<file path="src/rtl/cfg_stream_ctrl.sv">
// cfg_stream_ctrl
// Master sequencer for the fabric configuration chain. A load command
// (target ID + payload bit length) is turned into one frame on the chain:
// a one-cycle start pulse, the ID header (LSB first), the payload bits
// (LSB of each host word first), then an idle gap that ends with a
// one-cycle done pulse.
//
// Ports
//   clk, rst                 clock, synchronous active-high reset
//   cmd_valid/cmd_ready      command handshake; cmd_id, cmd_len latched on accept
//   data_valid/data_ready    payload word handshake; data_word carries the bits
//   cfg_out_start            one-cycle frame start into the chain
//   cfg_bit_out(_valid)      serial config bit and its qualifier
//   busy                     high whenever the sequencer is not idle
//   done                     one-cycle pulse at the end of a frame
//   dbg_state_o              current FSM state, for observation only
//
// Handshakes: a transfer happens on a rising clk edge where valid and
// ready are both high. ready never depends on valid, and a producer
// holding valid is never forced to drop it.
module cfg_stream_ctrl #(
  parameter int ID_WIDTH   = 3,
  parameter int WORD_W     = 32,
  parameter int LEN_W      = 16,
  parameter int GAP_CYCLES = 4
) (
  input  logic                clk,
  input  logic                rst,
  input  logic                cmd_valid,
  output logic                cmd_ready,
  input  logic [ID_WIDTH-1:0] cmd_id,
  input  logic [LEN_W-1:0]    cmd_len,
  input  logic                data_valid,
  output logic                data_ready,
  input  logic [WORD_W-1:0]   data_word,
  output logic                cfg_out_start,
  output logic                cfg_bit_out,
  output logic                cfg_bit_out_valid,
  output logic                busy,
  output logic                done,
  output logic [2:0]          dbg_state_o
);

  localparam logic [2:0] S_IDLE    = 3'd0;
  localparam logic [2:0] S_START   = 3'd1;
  localparam logic [2:0] S_HEADER  = 3'd2;
  localparam logic [2:0] S_PAYLOAD = 3'd3;
  localparam logic [2:0] S_GAP     = 3'd4;

  localparam int BW = $clog2(WORD_W) + 1;
  localparam int HW = $clog2(ID_WIDTH) + 1;
  localparam int GW = $clog2(GAP_CYCLES) + 1;

  logic [2:0]          state_q,   state_d;
  logic [ID_WIDTH-1:0] id_sh_q,   id_sh_d;
  logic [HW-1:0]       hdr_cnt_q, hdr_cnt_d;
  logic [GW-1:0]       gap_cnt_q, gap_cnt_d;
  logic [LEN_W-1:0]    rem_q,     rem_d;
  logic [WORD_W-1:0]   buf_q,     buf_d;
  logic [BW-1:0]       buf_cnt_q, buf_cnt_d;
  logic                start_q,   start_d;
  logic                bit_q,     bit_d;
  logic                valid_q,   valid_d;
  logic                done_q,    done_d;

  logic             emit;
  logic             ready_c;
  logic             load;
  logic [LEN_W-1:0] rem_after;
  logic [BW-1:0]    load_cnt;

  // A payload bit leaves whenever the buffer still holds unsent bits.
  assign emit      = (state_q == S_PAYLOAD) && (buf_cnt_q != '0);
  assign rem_after = rem_q - LEN_W'(emit);

  // Request a word only if bits remain beyond those already buffered, and
  // the buffer is empty or is sending its last bit right now. The second
  // case lets the next word land with no bubble on an unbroken stream.
  assign ready_c = (state_q == S_PAYLOAD) && (rem_q > LEN_W'(buf_cnt_q)) &&
                   ((buf_cnt_q == '0) || ((buf_cnt_q == BW'(1)) && emit));
  assign load    = ready_c && data_valid;

  // A new word only counts the bits still owed; surplus high bits of the
  // final word are never sent.
  assign load_cnt = (rem_after >= LEN_W'(WORD_W)) ? BW'(WORD_W) : BW'(rem_after);

  always_comb begin
    state_d   = state_q;
    id_sh_d   = id_sh_q;
    hdr_cnt_d = hdr_cnt_q;
    gap_cnt_d = gap_cnt_q;
    rem_d     = rem_q;
    buf_d     = buf_q;
    buf_cnt_d = buf_cnt_q;
    start_d   = 1'b0;
    bit_d     = 1'b0;
    valid_d   = 1'b0;
    done_d    = 1'b0;
    case (state_q)
      S_IDLE: begin
        if (cmd_valid) begin
          id_sh_d   = cmd_id;
          rem_d     = cmd_len;
          hdr_cnt_d = '0;
          buf_cnt_d = '0;
          state_d   = S_START;
        end
      end
      S_START: begin
        start_d = 1'b1;
        state_d = S_HEADER;
      end
      S_HEADER: begin
        bit_d     = id_sh_q[0];
        valid_d   = 1'b1;
        id_sh_d   = id_sh_q >> 1;
        hdr_cnt_d = hdr_cnt_q + HW'(1);
        if (hdr_cnt_q == HW'(ID_WIDTH - 1)) begin
          gap_cnt_d = '0;
          state_d   = (rem_q != '0) ? S_PAYLOAD : S_GAP;
        end
      end
      S_PAYLOAD: begin
        if (emit) begin
          bit_d     = buf_q[0];
          valid_d   = 1'b1;
          buf_d     = buf_q >> 1;
          buf_cnt_d = buf_cnt_q - BW'(1);
          rem_d     = rem_after;
        end
        if (load) begin
          buf_d     = data_word;
          buf_cnt_d = load_cnt;
        end
        if (emit && (rem_q == LEN_W'(1))) begin
          gap_cnt_d = '0;
          state_d   = S_GAP;
        end
      end
      S_GAP: begin
        gap_cnt_d = gap_cnt_q + GW'(1);
        if (gap_cnt_q == GW'(GAP_CYCLES - 1)) begin
          done_d  = 1'b1;
          state_d = S_IDLE;
        end
      end
      default: state_d = S_IDLE;
    endcase
  end

  always_ff @(posedge clk) begin
    if (rst) begin
      state_q   <= S_IDLE;
      id_sh_q   <= '0;
      hdr_cnt_q <= '0;
      gap_cnt_q <= '0;
      rem_q     <= '0;
      buf_q     <= '0;
      buf_cnt_q <= '0;
      start_q   <= 1'b0;
      bit_q     <= 1'b0;
      valid_q   <= 1'b0;
      done_q    <= 1'b0;
    end else begin
      state_q   <= state_d;
      id_sh_q   <= id_sh_d;
      hdr_cnt_q <= hdr_cnt_d;
      gap_cnt_q <= gap_cnt_d;
      rem_q     <= rem_d;
      buf_q     <= buf_d;
      buf_cnt_q <= buf_cnt_d;
      start_q   <= start_d;
      bit_q     <= bit_d;
      valid_q   <= valid_d;
      done_q    <= done_d;
    end
  end

  // Outputs are masked while rst is high so the chain and host see a quiet
  // interface during the reset cycle itself, not only after it.
  assign cmd_ready         = (state_q == S_IDLE) && !rst;
  assign data_ready        = ready_c && !rst;
  assign busy              = (state_q != S_IDLE) && !rst;
  assign cfg_out_start     = start_q && !rst;
  assign cfg_bit_out       = bit_q && !rst;
  assign cfg_bit_out_valid = valid_q && !rst;
  assign done              = done_q && !rst;
  assign dbg_state_o       = state_q;

endmodule

</file>
<file path="config.mk">
export PLATFORM = sky130hd
export DESIGN_NAME = cfg_stream_ctrl
export DESIGN_NICKNAME = d
export VERILOG_FILES = /design/src/rtl/cfg_stream_ctrl.sv
export SDC_FILE = /design/constraint.sdc
export NUM_CORES = 1
export LEC_CHECK = 0
export CAP_MARGIN = 20
export CORE_MARGIN = 2
export CORE_UTILIZATION = 49
export DETAILED_ROUTE_END_ITERATION = 6
export PLACE_DENSITY = 0.73
export RECOVER_POWER = 25
export SLEW_MARGIN = 20
export SYNTH_ARGS = -nofsm -noshare
export SYNTH_HDL_FRONTEND = slang
export SYNTH_SLANG_ARGS = --single-unit
export TNS_END_PERCENT = 30
</file>
<file path="constraint.sdc">
create_clock -name clk -period 3.6 [get_ports clk]
set_clock_uncertainty 0.15 [all_clocks]
set_input_delay 0.36 -clock clk [delete_from_list [all_inputs] [get_ports clk]]
set_output_delay 0.36 -clock clk [all_outputs]
set_load 0.05 [all_outputs]
</file>
# Word-level counts from Yosys, hierarchy flattened

Index checks and enable logic that the tools add are counted.

Input bits: 55
Logic and storage cells: 92
Output and inout port bits: 10
Bits in registers: 70

Add/sub/neg operators: 4
Muxes and demuxes: 29
Order comparisons: 2
Reduce and logical (&&, ||, !) cells: 31
Bitwise operators: 1
Eq/ne operators: 14

Operator list:

| cell                                                  | number |
|---|---|
| two-way mux 32 bit                                    | 2 |
| two-way mux 16 bit                                    | 2 |
| one-hot mux 16 bit (2 select lines)                   | 1 |
| two-way mux 3 bit                                     | 9 |
| two-way mux 6 bit                                     | 4 |
| == test 16 x 1 -> 1 bit (second input constant)       | 1 |
| >= comparator 16 x 6 -> 1 bit (second input constant) | 1 |
| > comparator 16 x 6 -> 1 bit                          | 1 |
| nonzero test 16 bit                                   | 1 |
| subtractor 16 x 1 -> 16 bit                           | 1 |
| one-hot mux 3 bit (5 select lines)                    | 1 |
| logical AND 1 bit                                     | 13 |
| == test 3 x 2 -> 1 bit (second input constant)        | 4 |
| one-hot mux 3 bit (2 select lines)                    | 2 |
| one-hot mux 6 bit (2 select lines)                    | 1 |
| one-hot mux 3 bit (3 select lines)                    | 1 |
| AND reduction 3 bit                                   | 3 |
| inequality test 2 bit (second input constant)         | 4 |
| adder 3 x 1 -> 3 bit (second input constant)          | 2 |
| == test 6 x 1 -> 1 bit (second input constant)        | 1 |
| logical NOT 6 bit                                     | 1 |
| nonzero test 2 bit                                    | 3 |
| nonzero test 3 bit                                    | 2 |
| nonzero test 6 bit                                    | 1 |
| other kinds (14)                                      | 19 |

# Logic depth before layout (Yosys ltp)

Word-level depth: 8
Depth in mapped cells: 14
Mapped depth without buffers: 13

# Worst setup path after synthesis

No wires, ideal clock.

Path kind: register to register
Start point: reg state_q[1], in the netlist dbg_state_o[1]
End point: reg buf_cnt_q[3]
Stages on the path, launching flop included: 15
Required time: 3.380 ns
Setup slack: -0.527 ns
Setup time: 0.070 ns
Arrival: 3.907 ns
Cells stage by stage: dfxtp_1 buf_2 and3b_1 buf_2 nand2_1 inv_2 buf_2 ha_1 ha_1 or3b_2 nor4_1 xnor2_1 nand4_1 or4b_2 a21oi_1

Word-level cells in the longest chain between the ends: 8

RTL lines:

| item                                                                                | RTL line | RTL |
|---|---|---|
| start: declaration                                                                  | 54       | `logic [2:0] state_q, state_d;` |
| start signal: assignment                                                            | 165      | `state_q <= state_d;` |
| parallel branches: the longest is 8 deep, another holds subtractor 16 x 1 -> 16 bit | --       |  |
| end signal: assignment                                                              | 171      | `buf_cnt_q <= buf_cnt_d;` |
| end: declaration                                                                    | 60       | `logic [BW-1:0] buf_cnt_q, buf_cnt_d;` |

Parallel ways; which one is timed is not known.
A chain may end at the register's enable or synchronous reset.

# Worst setup path in the final report

Start point: reg buf_cnt_q[2]
End point: out data_ready

Word-level cells in the longest chain between the ends: 6

RTL lines:

| item                                                                                 | RTL line | RTL |
|---|---|---|
| parallel branches: the longest is 4 deep, another holds > comparator 16 x 6 -> 1 bit | --       |  |
| logical AND 1 bit (*)                                                                | 79       | `assign ready_c = (state_q == S_PAYLOAD) && (rem_q > LEN_W'(buf_cnt_q)) &&` |
| logical AND 1 bit (*)                                                                | 182      | `assign data_ready = ready_c && !rst;` |
| end: declaration                                                                     | 34       | `output logic data_ready,` |

Every way passes the cells marked *.

==> flow_metrics.py <==
metrics = {
    "status": {
        "status": "finished, violations left",
        "failed_checks": "max-capacitance violations, max-slew violations",
    },
    "layout": {
        "fin_util_pct": 62.9,
        "fin_nets": 591,
        "syn_to_final_growth_pct": 22.5,
        "drive_gt1_share_pct": 15.0,
        "antenna_cells": 0,
    },
    "timing": {
        "fin_setup_tns_ns": 0,
        "fmax_mhz": 291,
        "finalHoldViolations": 0,
        "finalCritPeriodShare_pct": 95.4,
        "drv_slew": 28,
        "timing.slew.headroom_pct": -3.00,
        "setup_viol": 0,
        "tightestPinTransition_ns": 1.54,
        "min_period_ns": 3.44,
    },
    "synthesis": {
        "ys_warn_count": 0,
        "syn_area_um2": 4010,
        "synth_cell_types": 54,
        "syn_avg_cell_area_um2": 8.55,
        "synth_seq_area_share_pct": 35.0,
        "synthCells": 469,
        "ys.flop_type": "dfxtp_1",
        "ys_ff_latch": 70,
        "synth_top_area_cell": "dfxtp_1",
        "synth_enable_flop_cells": 0,
        "synth_area_leaders": "dfxtp_1, a211oi_2, mux2i_1",
        "syn_nets": 538,
        "async_reset_ff_share_pct": 0,
        "synth_top_area_share_pct": 35.0,
    },
    "cts": {
        "insertion_delay_ns": 0.34,
        "ctsRootBufferMaster": "clkbuf_8",
        "cts_sinks": 70,
        "cts_tree": "done",
        "cts.clk_slew.worst_paths_ns": 0.07,
        "cts_buffer_depth": 2,
        "cts_made_buffers": 9,
        "htreeDepth": 3,
    },
    "min_path": {
        "worstHoldStart": "buf_q[31]",
        "hold_class": "reg2reg",
    },
    "critical_path": {
        "critical_path_class": "reg2out",
        "crit_required_ns": 3.09,
        "critPathArrivalTime_ns": 2.93,
        "cp_max_fo": 4,
        "critPathLaunch": "buf_cnt_q[2]",
        "r2r-start": "buf_cnt_q[0]",
        "cp-start-kind": "flop",
        "end_kind": "primary output",
    },
    "drt": {
        "first_iter_violations": 135,
        "vias": 3580,
        "finalWirelength_mm": 9.06,
        "drc_errors": 0,
        "vias_per_cell": 5.69,
        "dr.pass1.iters": 4,
        "drtAntennaViolNets": 0,
        "wl_per_cell_um": 14.4,
    },
    "grt": {
        "grt_pass1_vias": 3337,
        "grt.met3_usage_pct": 3.19,
        "overflow": 0,
        "grt_pass1_wl_mm": 15.1,
        "use_met1_pct": 26.7,
        "use_met2_pct": 36.0,
        "antenna_found_initial": 0,
        "gr-usage-all-layers_pct": 21.2,
        "top_usage_layer": "met2",
        "grt_max_degree": 65,
    },
    "die": {
        "fp.dieH_um": 94.5,
        "fp.dieW_um": 94.5,
        "core_um2": 7810,
        "dieArea_um2": 8920,
        "fp-row-count": 32,
        "start_util_pct": 51.3,
        "ioPinCount": 65,
    },
    "pwr": {
        "ir_drop_mv": 0.207,
        "p_leak_nw": 1.69,
        "swShare_pct": 27.8,
        "power-per-cell-area_nw_per_um2": 340,
        "power_frac_comb_pct": 17.3,
        "power_frac_clock_pct": 33.0,
        "p_int_w": 0.00120,
        "power_switching_w": 0.000464,
        "seq_power_share_pct": 49.7,
    },
    "place": {
        "place.port_buffers": 64,
        "gp_routability_congestion": 0.876,
        "dp_hpwl_mm": 6.36,
    },
    "flow_run": {
        "max_cap_violations": 1,
    },
}
## final cells by class
cell class | instances | area [um^2]
Sequential cell | 70 | 1410
Tap cell | 102 | 128
Clock inverter | 4 | 22.5
Fill cell | 705 | 2900
Inverter | 14 | 55.1
Timing Repair Buffer | 80 | 758
Clock buffer | 12 | 145
Multi-Input combinational cell | 347 | 2390
## kinds of logic (layout without fill, tap and decap cells)
logic type / after synthesis / in the layout / synth area share [%]
and+or+nand+nor: 175 / 175 / 21.3
AOI/OAI and AO/OA: 118 / 118 / 23.4
DFF: 70 / 70 / 35.0
buffers and inverters: 52 / 110 / 6.27
muxes: 32 / 32 / 8.02
adders and majority gates: 14 / 14 / 4.37
xor gates and xnor gates: 8 / 8 / 1.75
## what timing repair did
action	4_1_cts	5_1_grt
hold buffers	0	0
resized for setup	0	3
buffers inserted	0	2
endpoints found under the setup margin	0	6
## registers in the layout (all words and copies together), names as in the netlist
register	count
buf_q	32
valid_q	1
bit_q	1
done_q	1
hdr_cnt_q	3
gap_cnt_q	3
buf_cnt_q	6
dbg_state_o	3
start_q	1
id_sh_q	3
rem_q	16
## power by group through the flow
stage | Clock, W | Sequential (W) | Combinational, W
after floorplan | 0 | 0.000838 | 0.000177
after global placement | 0 | 0.000846 | 0.000279
after detailed placement | 0 | 0.000846 | 0.000282
after CTS | 0.000569 | 0.000828 | 0.000284
after global routing | 0.000599 | 0.000833 | 0.000318
final | 0.000552 | 0.000829 | 0.000288
## critical path: stages, from the launching register on
cell and delay [ns]:
dfxtp_1 0.39, inv_1 0.11, ha_1 0.30, nand4_1 0.14, a2bb2oi_1 0.16, or4_4 0.53
o2111a_1 0.26, clkdlybuf4s50_1 0.70
## worst paths after layout
| kind | cells after the start | slack, ns | end |
|---|---|---|---|
| setup / recovery | 7 | 0.16 | data_ready |
| hold / removal | 2 | 0.33 | buf_q[31] |
| setup reg to reg | 12 | 0.17 | buf_cnt_q[3] |
| hold reg to reg | 2 | 0.33 | buf_q[31] |
## through the flow
step,power (W),worst slack (ns),area [um^2],hold WS (ns),instances
floorplan,0.00101,0.00581,4040,0.293,469
global placement,0.00112,0.237,4730,0.309,611
detailed placement,0.00113,0.127,4730,0.324,611
CTS,0.00168,0.0813,4890,0.335,627
global route,0.00175,-0.0222,4910,0.359,629
finish,0.00167,0.164,4910,0.335,629
## placed cells by master, fill, tap and decap left out, types with 2 or more instances in the layout
cell type        Yosys  routed
nor2_1              82      82
dfxtp_1             70      67
clkdlybuf4s50_1      0      58
a21oi_1             31      31
mux2i_1             31      31
a211oi_2            31      31
nor3_1              17      17
nand2_1             18      17
o21ai_0             16      16
inv_1               13      13
ha_1                14      12
buf_4                3      12
nand3_1             11      11
clkbuf_8             0      10
a211oi_1             9       9
xnor2_1              7       7
nor4_1               7       6
nor2b_1              6       6
nand2b_1             5       5
o22ai_1              5       5
dlygate4sd3_1        0       5
nand4_1              4       4
or3_1                4       4
a31oi_1              4       4
clkbuf_1            24       4
o211ai_1             3       3
nor3b_1              3       3
a22oi_1              3       3
clkinv_2             0       3
a2bb2oi_1            2       2
or4_4                2       2
and2_1               2       2
or4_1                2       2
or2_2                3       2
nor4b_1              2       2
a31o_2               2       2
a32o_1               2       2
ha_2                 0       2
dfxtp_4              0       2
clkbuf_2             0       2
## cells in the mapped netlist (2+ instances only)
library cell  number
a22oi_1            3
nor4_1             7
or3_1              4
a211oi_1           9
buf_4              3
or4_1              2
buf_6              5
nor4b_1            2
clkbuf_1          24
nand3_1           11
and2_1             2
nor3_1            17
inv_1             13
a2bb2oi_1          2
nand2_1           18
a211oi_2          31
dfxtp_1           70
nor3b_1            3
a21oi_1           31
nand2b_1           5
a31oi_1            4
o211ai_1           3
o21ai_0           16
or4_4              2
xnor2_1            7
a32o_1             2
nor2b_1            6
nor2_1            82
nand4_1            4
mux2i_1           31
buf_2              6
o22ai_1            5
or3b_2             2
a31o_2             2
or2_2              3
ha_1              14
## per-layer routing
| metal | vias to the layer above | part of all wire (%) |
|---|---|---|
| met3 | 13 | 5.2 |
| met2 | 82 | 48 |
| met4 | 0 | 1.7 |
| met1 | 1679 | 45 |
| li1 | 1806 | - |
| met5 | - | 0 |
(Power assumes the default switching activity.)
